`config.mk`:
```
export PLATFORM = sky130hd
export DESIGN_NAME = pid_sample_sequencer
export DESIGN_NICKNAME = d
export VERILOG_FILES = /design/src/rtl/pid_ctrl_pkg.sv /design/src/rtl/sample_tick_gen.sv /design/src/rtl/pid_sample_sequencer.sv
export SDC_FILE = /design/constraint.sdc
export NUM_CORES = 1
export LEC_CHECK = 0
export CORE_MARGIN = 10
export CORE_UTILIZATION = 47
export CTS_BUF_LIST = sky130_fd_sc_hd__clkbuf_2
export CTS_CLUSTER_SIZE = 30
export DETAILED_ROUTE_END_ITERATION = 7
export GPL_TIMING_DRIVEN = 0
export PLACE_DENSITY = 0.86
export SLEW_MARGIN = 5
export SYNTH_ARGS = -nofsm -noshare
export SYNTH_HDL_FRONTEND = slang
export SYNTH_SLANG_ARGS = --single-unit
```
`constraint.sdc`:
```
create_clock -name CLK -period 2.02 [get_ports CLK]
set_clock_uncertainty 0.15 [all_clocks]
set_input_delay 0.404 -clock CLK [delete_from_list [all_inputs] [get_ports CLK]]
set_output_delay 0.404 -clock CLK [all_outputs]
set_load 0.01 [all_outputs]
```
`src/rtl/pid_ctrl_pkg.sv`:
```
// Shared definitions for the pressure-loop sample sequencer: state encoding,
// overpressure limit, duty bit-slice and sample-period helper.
package pid_ctrl_pkg;

  typedef enum logic [2:0] {
    ST_IDLE   = 3'd0,
    ST_REQ    = 3'd1,
    ST_LATCH  = 3'd2,
    ST_STROBE = 3'd3,
    ST_SETTLE = 3'd4,
    ST_APPLY  = 3'd5,
    ST_FAULT  = 3'd6
  } state_e;

  localparam logic [15:0] PRESSURE_MAX = 16'd4000;

  localparam int unsigned DUTY_MSB = 14;
  localparam int unsigned DUTY_LSB = 7;

  function automatic int unsigned calc_period(input int unsigned clk_hz,
                                              input int unsigned sample_hz);
    return clk_hz / sample_hz;
  endfunction

endpackage

```
`src/rtl/sample_tick_gen.sv`:
```
// Free-running sample-period counter; emits a one-cycle tick on the cycle the
// count wraps back to zero. Held at zero while clear_i is high.
module sample_tick_gen #(
  parameter int unsigned PERIOD = 10
) (
  input  logic clk_i,
  input  logic rst_ni,
  input  logic clear_i,
  output logic tick_o
);

  localparam int unsigned CW = (PERIOD > 1) ? $clog2(PERIOD) : 1;
  localparam logic [CW-1:0] LAST = CW'(PERIOD - 1);

  logic [CW-1:0] cnt_q, cnt_d;

  always_comb begin
    cnt_d = cnt_q + 1'b1;
    if (clear_i || cnt_q == LAST) begin
      cnt_d = '0;
    end
  end

  always_ff @(posedge clk_i or negedge rst_ni) begin
    if (!rst_ni) begin
      cnt_q <= '0;
    end else begin
      cnt_q <= cnt_d;
    end
  end

  assign tick_o = !clear_i && (cnt_q == LAST);

endmodule

```
`src/rtl/pid_sample_sequencer.sv`:
```
// Runs one ADC-read / PID-strobe / duty-update iteration per sample tick and
// owns PID reset, ADC timeout, overpressure and overrun detection.
module pid_sample_sequencer #(
  parameter int unsigned CLK_FREQ_HZ   = 100000000,
  parameter int unsigned SAMPLE_HZ     = 1000,
  parameter int unsigned ADC_TIMEOUT   = 1000,
  parameter int unsigned MAX_TIMEOUTS  = 3,
  parameter logic [15:0] PRESSURE_MAX  = pid_ctrl_pkg::PRESSURE_MAX,
  parameter int unsigned SETTLE_CYCLES = 2
) (
  input  logic               CLK,
  input  logic               RESET_N,
  input  logic               ENABLE,
  output logic               ADC_REQ,
  input  logic               ADC_ACK,
  input  logic [15:0]        ADC_DATA,
  output logic [15:0]        PRESSURE_VALUE,
  output logic               PID_SAMPLE,
  output logic               PID_RESET,
  input  logic signed [15:0] PID_OUT,
  output logic [7:0]         DUTY,
  output logic               PUMP_EN,
  output logic               FAULT,
  output logic               OVERRUN
);
  import pid_ctrl_pkg::*;

  localparam int unsigned PERIOD = calc_period(CLK_FREQ_HZ, SAMPLE_HZ);
  localparam int unsigned WAIT_W = (ADC_TIMEOUT > 1) ? $clog2(ADC_TIMEOUT) : 1;
  localparam int unsigned TMO_W  = (MAX_TIMEOUTS > 1) ? $clog2(MAX_TIMEOUTS) : 1;
  localparam int unsigned SET_W  = (SETTLE_CYCLES > 1) ? $clog2(SETTLE_CYCLES) : 1;
  localparam logic [WAIT_W-1:0] WAIT_LAST   = WAIT_W'(ADC_TIMEOUT - 1);
  localparam logic [TMO_W-1:0]  TMO_LAST    = TMO_W'(MAX_TIMEOUTS - 1);
  localparam logic [SET_W-1:0]  SETTLE_LAST = SET_W'((SETTLE_CYCLES > 0) ? SETTLE_CYCLES - 1 : 0);

  state_e            state_q, state_d;
  logic [WAIT_W-1:0] wait_q, wait_d;
  logic [TMO_W-1:0]  tmo_q, tmo_d;
  logic [SET_W-1:0]  settle_q, settle_d;
  logic [15:0]       press_q, press_d;
  logic [7:0]        duty_q, duty_d;
  logic              overrun_q, overrun_d;
  logic              enable_q;
  logic              adc_req_q, pid_sample_q, pid_reset_q, pump_en_q, fault_q;
  logic              tick;
  logic              unused_pid_bits;

  assign unused_pid_bits = ^PID_OUT[DUTY_LSB-1:0];

  sample_tick_gen #(
    .PERIOD (PERIOD)
  ) u_tick (
    .clk_i   (CLK),
    .rst_ni  (RESET_N),
    .clear_i (!ENABLE || state_q == ST_FAULT),
    .tick_o  (tick)
  );

  always_comb begin
    state_d   = state_q;
    wait_d    = wait_q;
    tmo_d     = tmo_q;
    settle_d  = settle_q;
    press_d   = press_q;
    duty_d    = duty_q;
    overrun_d = overrun_q;

    if (tick && state_q != ST_IDLE) begin
      overrun_d = 1'b1;
    end

    unique case (state_q)
      ST_IDLE: begin
        if (tick) begin
          state_d = ST_REQ;
          wait_d  = '0;
        end
      end
      ST_REQ: begin
        // ACK takes priority over a timeout expiring in the same cycle
        if (ADC_ACK) begin
          if (ADC_DATA > PRESSURE_MAX) begin
            state_d = ST_FAULT;
          end else begin
            press_d = ADC_DATA;
            tmo_d   = '0;
            state_d = ST_LATCH;
          end
        end else if (wait_q == WAIT_LAST) begin
          if (tmo_q == TMO_LAST) begin
            state_d = ST_FAULT;
          end else begin
            tmo_d   = tmo_q + 1'b1;
            state_d = ST_IDLE;
          end
        end else begin
          wait_d = wait_q + 1'b1;
        end
      end
      ST_LATCH:  state_d = ST_STROBE;
      ST_STROBE: begin
        settle_d = '0;
        state_d  = ST_SETTLE;
      end
      ST_SETTLE: begin
        if (settle_q == SETTLE_LAST) begin
          state_d = ST_APPLY;
        end else begin
          settle_d = settle_q + 1'b1;
        end
      end
      ST_APPLY: begin
        duty_d  = PID_OUT[15] ? '0 : PID_OUT[DUTY_MSB:DUTY_LSB];
        state_d = ST_IDLE;
      end
      ST_FAULT: begin
        if (!ENABLE) begin
          state_d = ST_IDLE;
          tmo_d   = '0;
        end
      end
      default: state_d = ST_IDLE;
    endcase

    // Abort overrides anything the iteration decided this cycle, including a capture
    if (!ENABLE && state_q != ST_FAULT) begin
      state_d = ST_IDLE;
      press_d = press_q;
      duty_d  = '0;
      tmo_d   = '0;
      if (enable_q) begin
        overrun_d = 1'b0;
      end
    end

    if (state_d == ST_FAULT) begin
      duty_d = '0;
    end
  end

  always_ff @(posedge CLK or negedge RESET_N) begin
    if (!RESET_N) begin
      state_q      <= ST_IDLE;
      wait_q       <= '0;
      tmo_q        <= '0;
      settle_q     <= '0;
      press_q      <= '0;
      duty_q       <= '0;
      overrun_q    <= 1'b0;
      enable_q     <= 1'b0;
      adc_req_q    <= 1'b0;
      pid_sample_q <= 1'b0;
      pid_reset_q  <= 1'b1;
      pump_en_q    <= 1'b0;
      fault_q      <= 1'b0;
    end else begin
      state_q      <= state_d;
      wait_q       <= wait_d;
      tmo_q        <= tmo_d;
      settle_q     <= settle_d;
      press_q      <= press_d;
      duty_q       <= duty_d;
      overrun_q    <= overrun_d;
      enable_q     <= ENABLE;
      adc_req_q    <= (state_d == ST_REQ);
      pid_sample_q <= (state_d == ST_STROBE);
      pid_reset_q  <= (state_d == ST_FAULT) || !ENABLE;
      pump_en_q    <= ENABLE && (state_d != ST_FAULT);
      fault_q      <= (state_d == ST_FAULT);
    end
  end

  assign ADC_REQ        = adc_req_q;
  assign PRESSURE_VALUE = press_q;
  assign PID_SAMPLE     = pid_sample_q;
  assign PID_RESET      = pid_reset_q;
  assign DUTY           = duty_q;
  assign PUMP_EN        = pump_en_q;
  assign FAULT          = fault_q;
  assign OVERRUN        = overrun_q;

endmodule

```
==> flow_metrics.env <==
export IMPL_status="complete, but fails checks"
export IMPL_violations="setup timing"
export IMPL_grt_pass1_vias=2652
export IMPL_ant_nets=0
export IMPL_nets=432
export IMPL_grt_setup_unrepaired="yes"
export IMPL_syn_inst=288
export IMPL_clockBufferDepth=2
export IMPL_pwr_share_comb_pct=7.6
export IMPL_ys_ff_latch=64
export IMPL_tritoncts="built"
export IMPL_place_hpwl_um=4940
export IMPL_synthArstFlopShare_pct=100
export IMPL_synth_main_ff_cell="dfrtp_1"
export IMPL_diodes=0
export IMPL_die_width_um=101
export IMPL_dr_pass1_iters=5
export IMPL_synth_cell_area_um2=3080
export IMPL_crit_required_ns=2.25
export IMPL_start_kind="register"
export IMPL_syn2layout_area_growth_pct=46.3
export IMPL_fmax_mhz=462
export IMPL_fillers=419
export IMPL_utilization_pct=70.9
export IMPL_dieArea_um2=10200
export IMPL_ys_warn_count=0
export IMPL_synth_common_cells="63 x dfrtp_1, 37 x nor2_1, 18 x a21oi_1"
export IMPL_drive_gt1_share_pct=30.2
export IMPL_worstSetupPathType="reg2reg"
export IMPL_post_synth_cell_area_avg_um2=10.7
export IMPL_clkSinkCount=64
export IMPL_synth_yosys_seq_area_share_pct=52.1
export IMPL_wl_per_cell_um=17.2
export IMPL_place_gp_congestion=0.883
export IMPL_path_max_fanout=9
export IMPL_worstMarginPinSlew_ns=0.791
export IMPL_internal_power_mw=1.94
export IMPL_worst_slack_ns=-0.143
export IMPL_drc=0
export IMPL_synth_edf_count=0
export IMPL_dp_slack_ns=-0.858
export IMPL_synth_largest_area_cell="dfrtp_1"
export IMPL_core_area_um2=6350
export IMPL_power_share_clock_pct=39.8
export IMPL_finalCriticalPeriod_ns=2.16
export IMPL_cp_end_kind="register"
export IMPL_htreeDepth=3
export IMPL_io_pin_count=66
export IMPL_route_vias_total=2652
export IMPL_power_density_nw_per_um2=563
export IMPL_routed_wl_um=8160
export IMPL_grt_overflow=0
export IMPL_cts_root_buf="clkbuf_2"
export IMPL_p_leak_nw=2.36
export IMPL_drtIter0Drc=157
export IMPL_die_h_um=101
export IMPL_cap_violations=0
export IMPL_antenna_found_initial=0
export IMPL_cp_arrival_ns=2.40
export IMPL_yosysMostFrequentCell="dfrtp_1"
export IMPL_hold_class="in2reg"
export IMPL_grt_pass1_wl_um=12900
export IMPL_max_vdd_ir_drop_v=0.000439
export IMPL_io_buffer_count=57
export IMPL_fin_total_pwr_mw=2.53
export IMPL_fin_crit_sh_pct=107
export IMPL_ys_types=57
export IMPL_slew_violations=0
export IMPL_yosys_top_cells_area="dfrtp_1 51%, nor2_1 4.5%, xor2_1 3.7%, a21oi_1 2.9%, mux2_2 2.6%"
export IMPL_cts_buffers=9
export IMPL_finalSetupTns_ns=-2.57
export IMPL_num_rows=29
export IMPL_clk_latency_ns=0.50
export IMPL_via_per_inst=5.58
export IMPL_synth_top_area_share_pct=51.3
export IMPL_seqPwrFrac_pct=52.5
export IMPL_grt_max_degree=65
export IMPL_setup_viol=24
export IMPL_p_switching_mw=0.590
export IMPL_p_sw_share_pct=23.3
export IMPL_initial_utilization_pct=48.4
export IMPL_hold_viol_final=0
export IMPL_slew_headroom_pct=47.3
export IMPL_reg2reg_slack_ns=-0.14
export IMPL_synth_net_count=327
export IMPL_clkSlewWorstSetupHoldPaths_ns=0.18
export IMPL_track_usage_pct=15.7
export IMPL_whs_ns=0.247
-- worst max-delay path, cell delays in order (launching register included) --
cell	delay, ns
dfrtp_1	0.41
buf_6	0.13
or3b_4	0.41
nor2_4	0.12
nor4b_4	0.30
buf_6	0.21
mux2_4	0.31
-- power by group through the flow --
| stage | Sequential [mW] | Combinational [mW] | Clock, mW |
|---|---|---|---|
| 2_1_floorplan | 1.35 | 0.0539 | 0 |
| 3_3_place_gp | 1.35 | 0.158 | 0 |
| 3_5_place_dp | 1.35 | 0.162 | 0 |
| 4_1_cts | 1.33 | 0.182 | 1.02 |
| 5_1_grt | 1.33 | 0.211 | 1.08 |
| 6_report | 1.33 | 0.193 | 1.01 |
-- layout by cell type, fill, tap and decap left out, types with 3 or more instances in the layout --
cell type / netlist / routed
dfrtp_1: 63 / 62
buf_4: 1 / 36
clkdlybuf4s50_1: 0 / 31
nor2_1: 37 / 27
dlymetal6s2s_1: 0 / 23
a21oi_1: 18 / 15
xor2_1: 13 / 13
nand2_1: 12 / 12
clkbuf_2: 0 / 12
mux2_4: 0 / 12
nand3_1: 12 / 11
nor2_2: 1 / 8
nor3b_1: 9 / 8
xnor2_1: 7 / 7
nor2b_1: 7 / 7
inv_1: 8 / 7
nand4_1: 6 / 6
o21ai_0: 7 / 5
and3_1: 5 / 5
a21oi_2: 0 / 4
nor3_1: 8 / 4
nor3_2: 0 / 4
buf_6: 1 / 3
nor2_4: 0 / 3
nor4_1: 5 / 3
bufinv_16: 0 / 3
-- metrics by stage --
stage	instance area (um2)	cells
2_1_floorplan	3080	288
3_3_place_gp	3750	422
3_5_place_dp	3750	422
4_1_cts	4230	465
5_1_grt	4500	475
6_report	4500	475
-- path summary, 6_finish.rpt --
| path | from | cells past startpoint | end |
|---|---|---|---|
| min in group asynchronous | RESET_N | 2 | u_tick.cnt_q[5] |
| max | state_q[2] | 6 | PRESSURE_VALUE[6] |
| min reg2reg | PRESSURE_VALUE[12] | 1 | PRESSURE_VALUE[12] |
| max in group asynchronous | RESET_N | 2 | state_q[1] |
| min | ENABLE | 1 | enable_q |
| max reg2reg | state_q[2] | 6 | PRESSURE_VALUE[6] |
-- registers in the layout (all words and copies together), names as in the netlist --
register / cells
tmo_q: 2
PID_SAMPLE: 1
ADC_REQ: 1
PID_RESET: 1
DUTY: 8
enable_q: 1
settle_q: 1
u_tick.cnt_q: 17
PRESSURE_VALUE: 16
state_q: 3
OVERRUN: 1
FAULT: 1
PUMP_EN: 1
wait_q: 10
-- cell type report --
type | instances | area (um2) | area share, %
flip-flops and latches | 64 | 1600 | 35.6
clock buffers | 10 | 50.0 | 1.11
multi-input cells | 208 | 1650 | 36.6
repair buffers | 93 | 900 | 20.0
clock inverters | 6 | 108 | 2.39
plain buffers | 9 | 67.6 | 1.50
inverters | 8 | 30.0 | 0.667
well taps | 77 | 96.3 | 2.14
-- layer usage --
layer | track usage, % | share of wire [%] | vias to the layer above
met5 | 0 | 0 | -
met4 | 6.54 | 2.4 | 0
met3 | 4.60 | 7.3 | 19
met2 | 24.3 | 50 | 103
met1 | 19.9 | 41 | 1298
li1 | - | - | 1232
-- logic make-up after synthesis --
kind of cell / share of synthesized area, %
AOI/OAI and AO/OA: 9.11
muxes: 5.41
buffers and inverters: 2.56
adders and majority gates: 1.22
and+or+nand+nor: 23.9
DFF: 52.1
xor gates and xnor gates: 5.70
-- timing repair --
item	4_1_cts	5_1_grt
endpoints found under the hold margin	63	0
pin swaps	5	19
setup endpoints to repair	47	80
gates resized for setup	30	61
gates cloned	2	0
hold buffers	1	0
buffers inserted	24	10
(Power assumes the default switching activity.)
